### src/rtl/pes_bcd_updown_counter.sv
// N-digit packed-BCD up/down counter with validated parallel load, terminal count and wrap/load-error pulses.
// Define PES_BCDC_SAT_EN to make the counter saturate at its end values instead of wrapping.
module pes_bcd_updown_counter #(
    parameter int unsigned DIGITS = 2
) (
    input  logic                  CK,
    input  logic                  RN,
    input  logic                  EN,
    input  logic                  UP,
    input  logic                  LD,
    input  logic [4*DIGITS-1:0]   D,
    output logic [4*DIGITS-1:0]   Q,
    output logic                  TC,
    output logic                  WRAP,
    output logic                  LDERR
);

    localparam int unsigned W = 4 * DIGITS;

    logic [W-1:0] q_step;
    logic [W-1:0] q_next;
    logic [3:0]   dig;
    logic         carry_up;
    logic         carry_dn;
    logic         all9;
    logic         all0;
    logic         d_ok;
    logic         at_end;
    logic         wrap_hit;

    // Ripple the all-lower-digits-at-9 / at-0 conditions from the units digit upward.
    always_comb begin
        q_step   = Q;
        dig      = 4'd0;
        carry_up = 1'b1;
        carry_dn = 1'b1;
        d_ok     = 1'b1;
        for (int k = 0; k < int'(DIGITS); k++) begin
            dig = Q[4*k +: 4];
            if (UP) begin
                if (carry_up) q_step[4*k +: 4] = (dig == 4'd9) ? 4'd0 : dig + 4'd1;
            end else begin
                if (carry_dn) q_step[4*k +: 4] = (dig == 4'd0) ? 4'd9 : dig - 4'd1;
            end
            carry_up = carry_up & (dig == 4'd9);
            carry_dn = carry_dn & (dig == 4'd0);
            d_ok     = d_ok & (D[4*k +: 4] <= 4'd9);
        end
        all9 = carry_up;
        all0 = carry_dn;
    end

    assign at_end = UP ? all9 : all0;
    assign TC     = EN & at_end;

`ifdef PES_BCDC_SAT_EN
    assign q_next   = at_end ? Q : q_step;
    assign wrap_hit = 1'b0;
`else
    assign q_next   = q_step;
    assign wrap_hit = at_end;
`endif

    // Load beats count; pulses clear every cycle unless re-caused.
    always_ff @(posedge CK or negedge RN) begin
        if (!RN) begin
            Q     <= '0;
            WRAP  <= 1'b0;
            LDERR <= 1'b0;
        end else begin
            WRAP  <= 1'b0;
            LDERR <= 1'b0;
            if (LD) begin
                if (d_ok) Q <= D;
                else      LDERR <= 1'b1;
            end else if (EN) begin
                Q    <= q_next;
                WRAP <= wrap_hit;
            end
        end
    end

endmodule

### config.mk
export PLATFORM = sky130hd
export DESIGN_NAME = pes_bcd_updown_counter
export DESIGN_NICKNAME = d
export VERILOG_FILES = /design/src/rtl/pes_bcd_updown_counter.sv
export SDC_FILE = /design/constraint.sdc
export NUM_CORES = 1
export LEC_CHECK = 0
export CAP_MARGIN = 25
export CORE_ASPECT_RATIO = 1.75
export CORE_UTILIZATION = 35
export DETAILED_ROUTE_END_ITERATION = 7
export PLACE_DENSITY = 0.72
export SYNTH_ARGS = -nofsm -noshare
export SYNTH_HDL_FRONTEND = slang
export SYNTH_SLANG_ARGS = --single-unit
### constraint.sdc
create_clock -name CK -period 4 [get_ports CK]
set_input_delay 0.4 -clock CK [delete_from_list [all_inputs] [get_ports CK]]
set_output_delay 0.4 -clock CK [all_outputs]
set_load 0.03 [all_outputs]
---- Word-level counts from Yosys, hierarchy flattened ----
Index checks and enable logic that the tools add are counted.
storage, ports and cells
  register bits after elaboration ......... 10
  input port bits ......................... 13
  output and inout bits ................... 11
  logic and storage cells ................. 40
operators by class
  $add $sub $neg .......................... 4
  magnitude comparators ................... 2
  equal/unequal tests ..................... 4
  mux-type cells .......................... 16
  bitwise logic cells ..................... 4
  reductions and logical operators ........ 6
operators with widths
  cell                 number
  $mux 4               8
  $mux 8               3
  $add 4x1->4 const B  2
  $eq 4x4->1 const B   2
  $le 4x4->1 const B   2
  $logic_not 4->1      2
  $sub 4x1->4 const B  2
  $mux 1               5
  $and 1x1->1          4
  $reduce_and 4->1     1
  $ne 3x1->1 const B   1
  $reduce_bool 3->1    1
  $ne 2x1->1 const B   1
  $reduce_and 2->1     1
  $reduce_bool 2->1    1

---- Depth between registers and ports, before layout ----
  word-level depth ........................ 6
  mapped depth ............................ 7
  depth with buffers taken out ............ 5

---- Least setup slack after synthesis ----
OpenSTA, ideal clock, no wires.
  path type ............................... reg2out
  start ................................... register Q[6]
  end ..................................... output TC
  data arrival time ....................... 1.740 ns
  data required time ...................... 3.600 ns
  setup slack ............................. 1.860 ns
  cell stages (with the launch flop) ...... 6
  buffers on the path ..................... 1
  cell sequence ........................... dfrtp_1 > clkbuf_1 > nor3_1 > nor3b_1 > a22oi_1 > nor2_1
on the way
  longest elaborated chain between the ends .. 4
  elaborated cells between the ends (all ways) .. 6
  those cells by class .................... eq/ne (1); mux (1); bitwise (3); reduce/logical (1)
ends and longest elaborated chain
  item                                           line    RTL
  start: declaration                             12      output logic [4*DIGITS-1:0] Q,
  start signal: assignment                       77      Q <= q_next;
  $eq 4x4->1 or $logic_not 4->1 (tied branches)  45, 46
  $and 1x1->1, on equally long branches          45, 46
  $mux 1 (*)                                     53      assign at_end = UP ? all9 : all0;
  $and 1x1->1 (*)                                54      assign TC = EN & at_end;
  end: declaration                               13      output logic TC,
Every way passes the cells marked *; elsewhere a longest branch is shown, timed or not.

---- Worst setup path after layout ----
  start ................................... input UP
  end ..................................... output TC
on the way
  longest elaborated chain between the ends .. 2
ends and longest elaborated chain
  item                line  RTL
  start: declaration  9     input logic UP,
  $mux 1              53
  $and 1x1->1         54
No other way between the ends.

==> flow_summary.toml <==
[floorplanning]
dieArea_um2 = 2510
start_util = 0.376
die_w_um = 38.3
die_h_um = 65.6
core_um2 = 2150
rows = 22
pin_count = 24

[clock_network]
htree_levels = 1
cts.sinks = 10
clk_latency_ns = 0.27
cts.clk_slew.worst_paths_ns = 0.07
clockBufferDepth = 2
ctsHoldBuffers = 0
cts-root-buf = "clkbuf_4"
cts-resized-gates = 0
cts_buffers = 3
post_cts_buffers = 0
cts_tree = "yes"

[power_and_ir_drop]
leakage_nw = 0.403
ir_drop_mv = 0.181
power_mw = 0.545
p_per_area_nw_per_um2 = 522

[logic_synthesis]
syn_avg_cell_area_um2 = 7.70
yosys-top-cells-area = "dfrtp_1, nor2_1, o21ai_0"
synth_top_area_cell = "dfrtp_1"
syn_nets = 118
synth_cell_types = 35
ys_seq_elements = 10
synth_top_family_by_area = "compound AO/OA/AOI/OAI gates"
yosys_warnings = 0
ys_seq_area_frac = 0.310
synth-simple-area-share = 0.232
synthCells = 105
synthMuxAreaShare = 0.0248
netlist_area_um2 = 808
synthAdderAreaFrac = 0
synth_xor_area_frac = 0.0433
synth_top_area_share = 0.310
synth_compound_area_frac = 0.296

[setup_path]
critPathArrivalTime_ns = 2.44
cp_num_buf_inv = 2
worstSetupPathType = "input port to primary output"
cp_top_family = "buffers and inverters"
start_kind = "input port"
end_kind = "primary output"
worstPathRequired_ns = 3.60
max_stage_delay_ns = 0.80
path_max_fanout = 16
crit_path_top_delay_cell = "clkdlybuf4s50_1"
path_common_cell = "clkdlybuf4s50_1"
crit_chain = "clkdlybuf4s50_1 -> nand4_1 -> nor3_1 -> a22oi_1 -> nor2_1 -> clkdlybuf4s50_1"

[placed_design]
dp.cells = 141
gp_congestion = 0.805
port-buffer-count = 23
hpwlAfterDp_um = 1540

[route]
drt_iter0_drc = 23
avgRoutedWirePerCell_um = 14.3
top_layer_used = "met4"
dr_wl_met2_um = 1090
via_per_inst = 5.85
vias = 848
wl_met1_um = 820
drc = 0
wl_met3_um = 112
firstDrtPassIters = 4
ant_nets = 0
routed_wl_um = 2080

[grt]
grt_max_degree = 18
grt_first_pass_wirelength_um = 3230
grt_pass1_vias = 753
gr-total-overflow = 0
antenna_found_initial = 0
grt_util_all_layers = 0.180

[sta]
period_share = 0.709
slew_headroom = 0.539
finalMaxSlewViolations = 0
rsz0062_at_grt = "no"
hold_violations = 0
fmax_mhz = 353
finalSetupTns_ns = 0
finClkSkew_ns = 0.00488
finalSetupViolCount = 0
tightest_slew_ns = 0.690
fin_crit_ns = 2.84

[finish]
instances_no_fill = 145
drive_gt1_frac = 0.0496
diodes = 0
num-nets-final = 135
areaGrowthSynthToFinish_pct = 29.1
fillers = 219

[run]
maxCapViolations = 0

[min_path]
holdCritPathClass = "input port to async pin"

[status]
outcome = "complete, no violations"
cell usage in the layout, fill, tap and decap left out:
master / synthesis / final
o31ai_1: 3 / 3
a2bb2oi_1: 1 / 1
o21ai_0: 8 / 8
nor3_1: 7 / 7
a21oi_1: 5 / 5
a211oi_1: 2 / 2
clkbuf_4: 0 / 3
and3_1: 1 / 1
a22o_1: 2 / 2
o31ai_4: 1 / 1
inv_1: 3 / 3
dfrtp_1: 10 / 10
nor3b_1: 1 / 1
a211o_1: 1 / 1
inv_2: 1 / 1
or4b_1: 1 / 1
clkdlybuf4s50_1: 0 / 23
nand2_1: 8 / 8
xnor2_1: 3 / 3
a22oi_1: 2 / 2
o2bb2ai_1: 1 / 1
nand3_1: 3 / 3
nand2b_1: 2 / 2
clkbuf_8: 0 / 1
mux2i_1: 2 / 2
o21ai_1: 1 / 1
a311oi_1: 1 / 1
or3_1: 1 / 1
a31oi_1: 1 / 1
o22ai_1: 1 / 1
nor2_1: 14 / 14
xor2_1: 1 / 1
or2_1: 1 / 1
o211ai_1: 4 / 4
nand4_1: 1 / 1
final cells by class:
type,count,area (um2),share of cell area
clock buffer,4,36.3,0.0348
multi-input combinational,80,482,0.462
sequential,10,250,0.240
inverter,4,15.0,0.0144
tap,24,30.0,0.0288
timing repair buffer,23,230,0.221
power breakdown:
part	switching (mW)	internal, mW
clock	0.0388	0.0554
combinational	0.134	0.122
sequential	0.0692	0.125
total	0.242	0.302
worst reg2reg max path: cells and delay by family, from the launching register on:
kind / cells / cell delay [ns]
AO/OA/AOI/OAI: 3 / 0.70
flip-flops: 1 / 0.60
AND/OR/NAND/NOR: 2 / 0.28
through the flow:
stage | area [um2] | setup WS (ns) | util | hold slack (ns)
after detailed placement | 1010 | 1.18 | 0.469 | 0.671
after floorplan | 808 | 1.86 | - | 0.104
after CTS | 1040 | 1.19 | 0.486 | 0.474
final | 1040 | 1.16 | 0.486 | 0.456
after global routing | 1040 | 1.07 | 0.486 | 0.489
after global placement | 1010 | 1.23 | 0.469 | 0.656
logic make-up after synthesis:
group                     after synthesis
xor gates and xnor gates                4
AOI/OAI and AO/OA                      34
DFF                                    10
and+or+nand+nor                        40
muxes                                   2
buffers and inverters                  15
routing by layer:
layer	vias to the layer above	GRT usage
li1	407	-
met1	400	0.186
met2	36	0.324
met3	5	0.0203
met4	0	0.107
met5	-	0
synthesized netlist by cell type:
cell type and instances:
o31ai_1 3, o21ai_0 8, nor2_1 14, o2bb2ai_1 1
buf_6 2, o22ai_1 1, a31oi_1 1, clkbuf_1 5
xnor2_1 3, a22o_1 2, o31ai_4 1, a22oi_1 2
nand2b_1 2, and3_1 1, a2bb2oi_1 1, dfrtp_1 10
mux2i_1 2, xor2_1 1, o211ai_1 4, a211oi_1 2
a311oi_1 1, a211o_1 1, or2_1 1, inv_2 1
or4b_1 1, nand2_1 8, nor3b_1 1, nor3_1 7
nand3_1 3, o21ai_1 1, or3_1 1, inv_1 3
nand4_1 1, a21oi_1 5, buf_2 4
flip-flops by register name, indices dropped and copies added, names as in the netlist:
signal and count:
LDERR 1, Q 8, WRAP 1
path summary, 6_finish.rpt:
path | startpoint | to | slack, ns | cells after the start
worst min-delay path | RN | LDERR | 0.46 | 1
worst min register to register | Q[5] | Q[5] | 0.68 | 2
max in group asynchronous | RN | Q[5] | 3.21 | 1
worst max-delay path | UP | TC | 1.16 | 6
min in group CK | Q[5] | Q[5] | 0.68 | 2
worst max register to register | Q[0] | Q[6] | 2.30 | 5
Note: power is estimated with default switching activity, not from simulation.
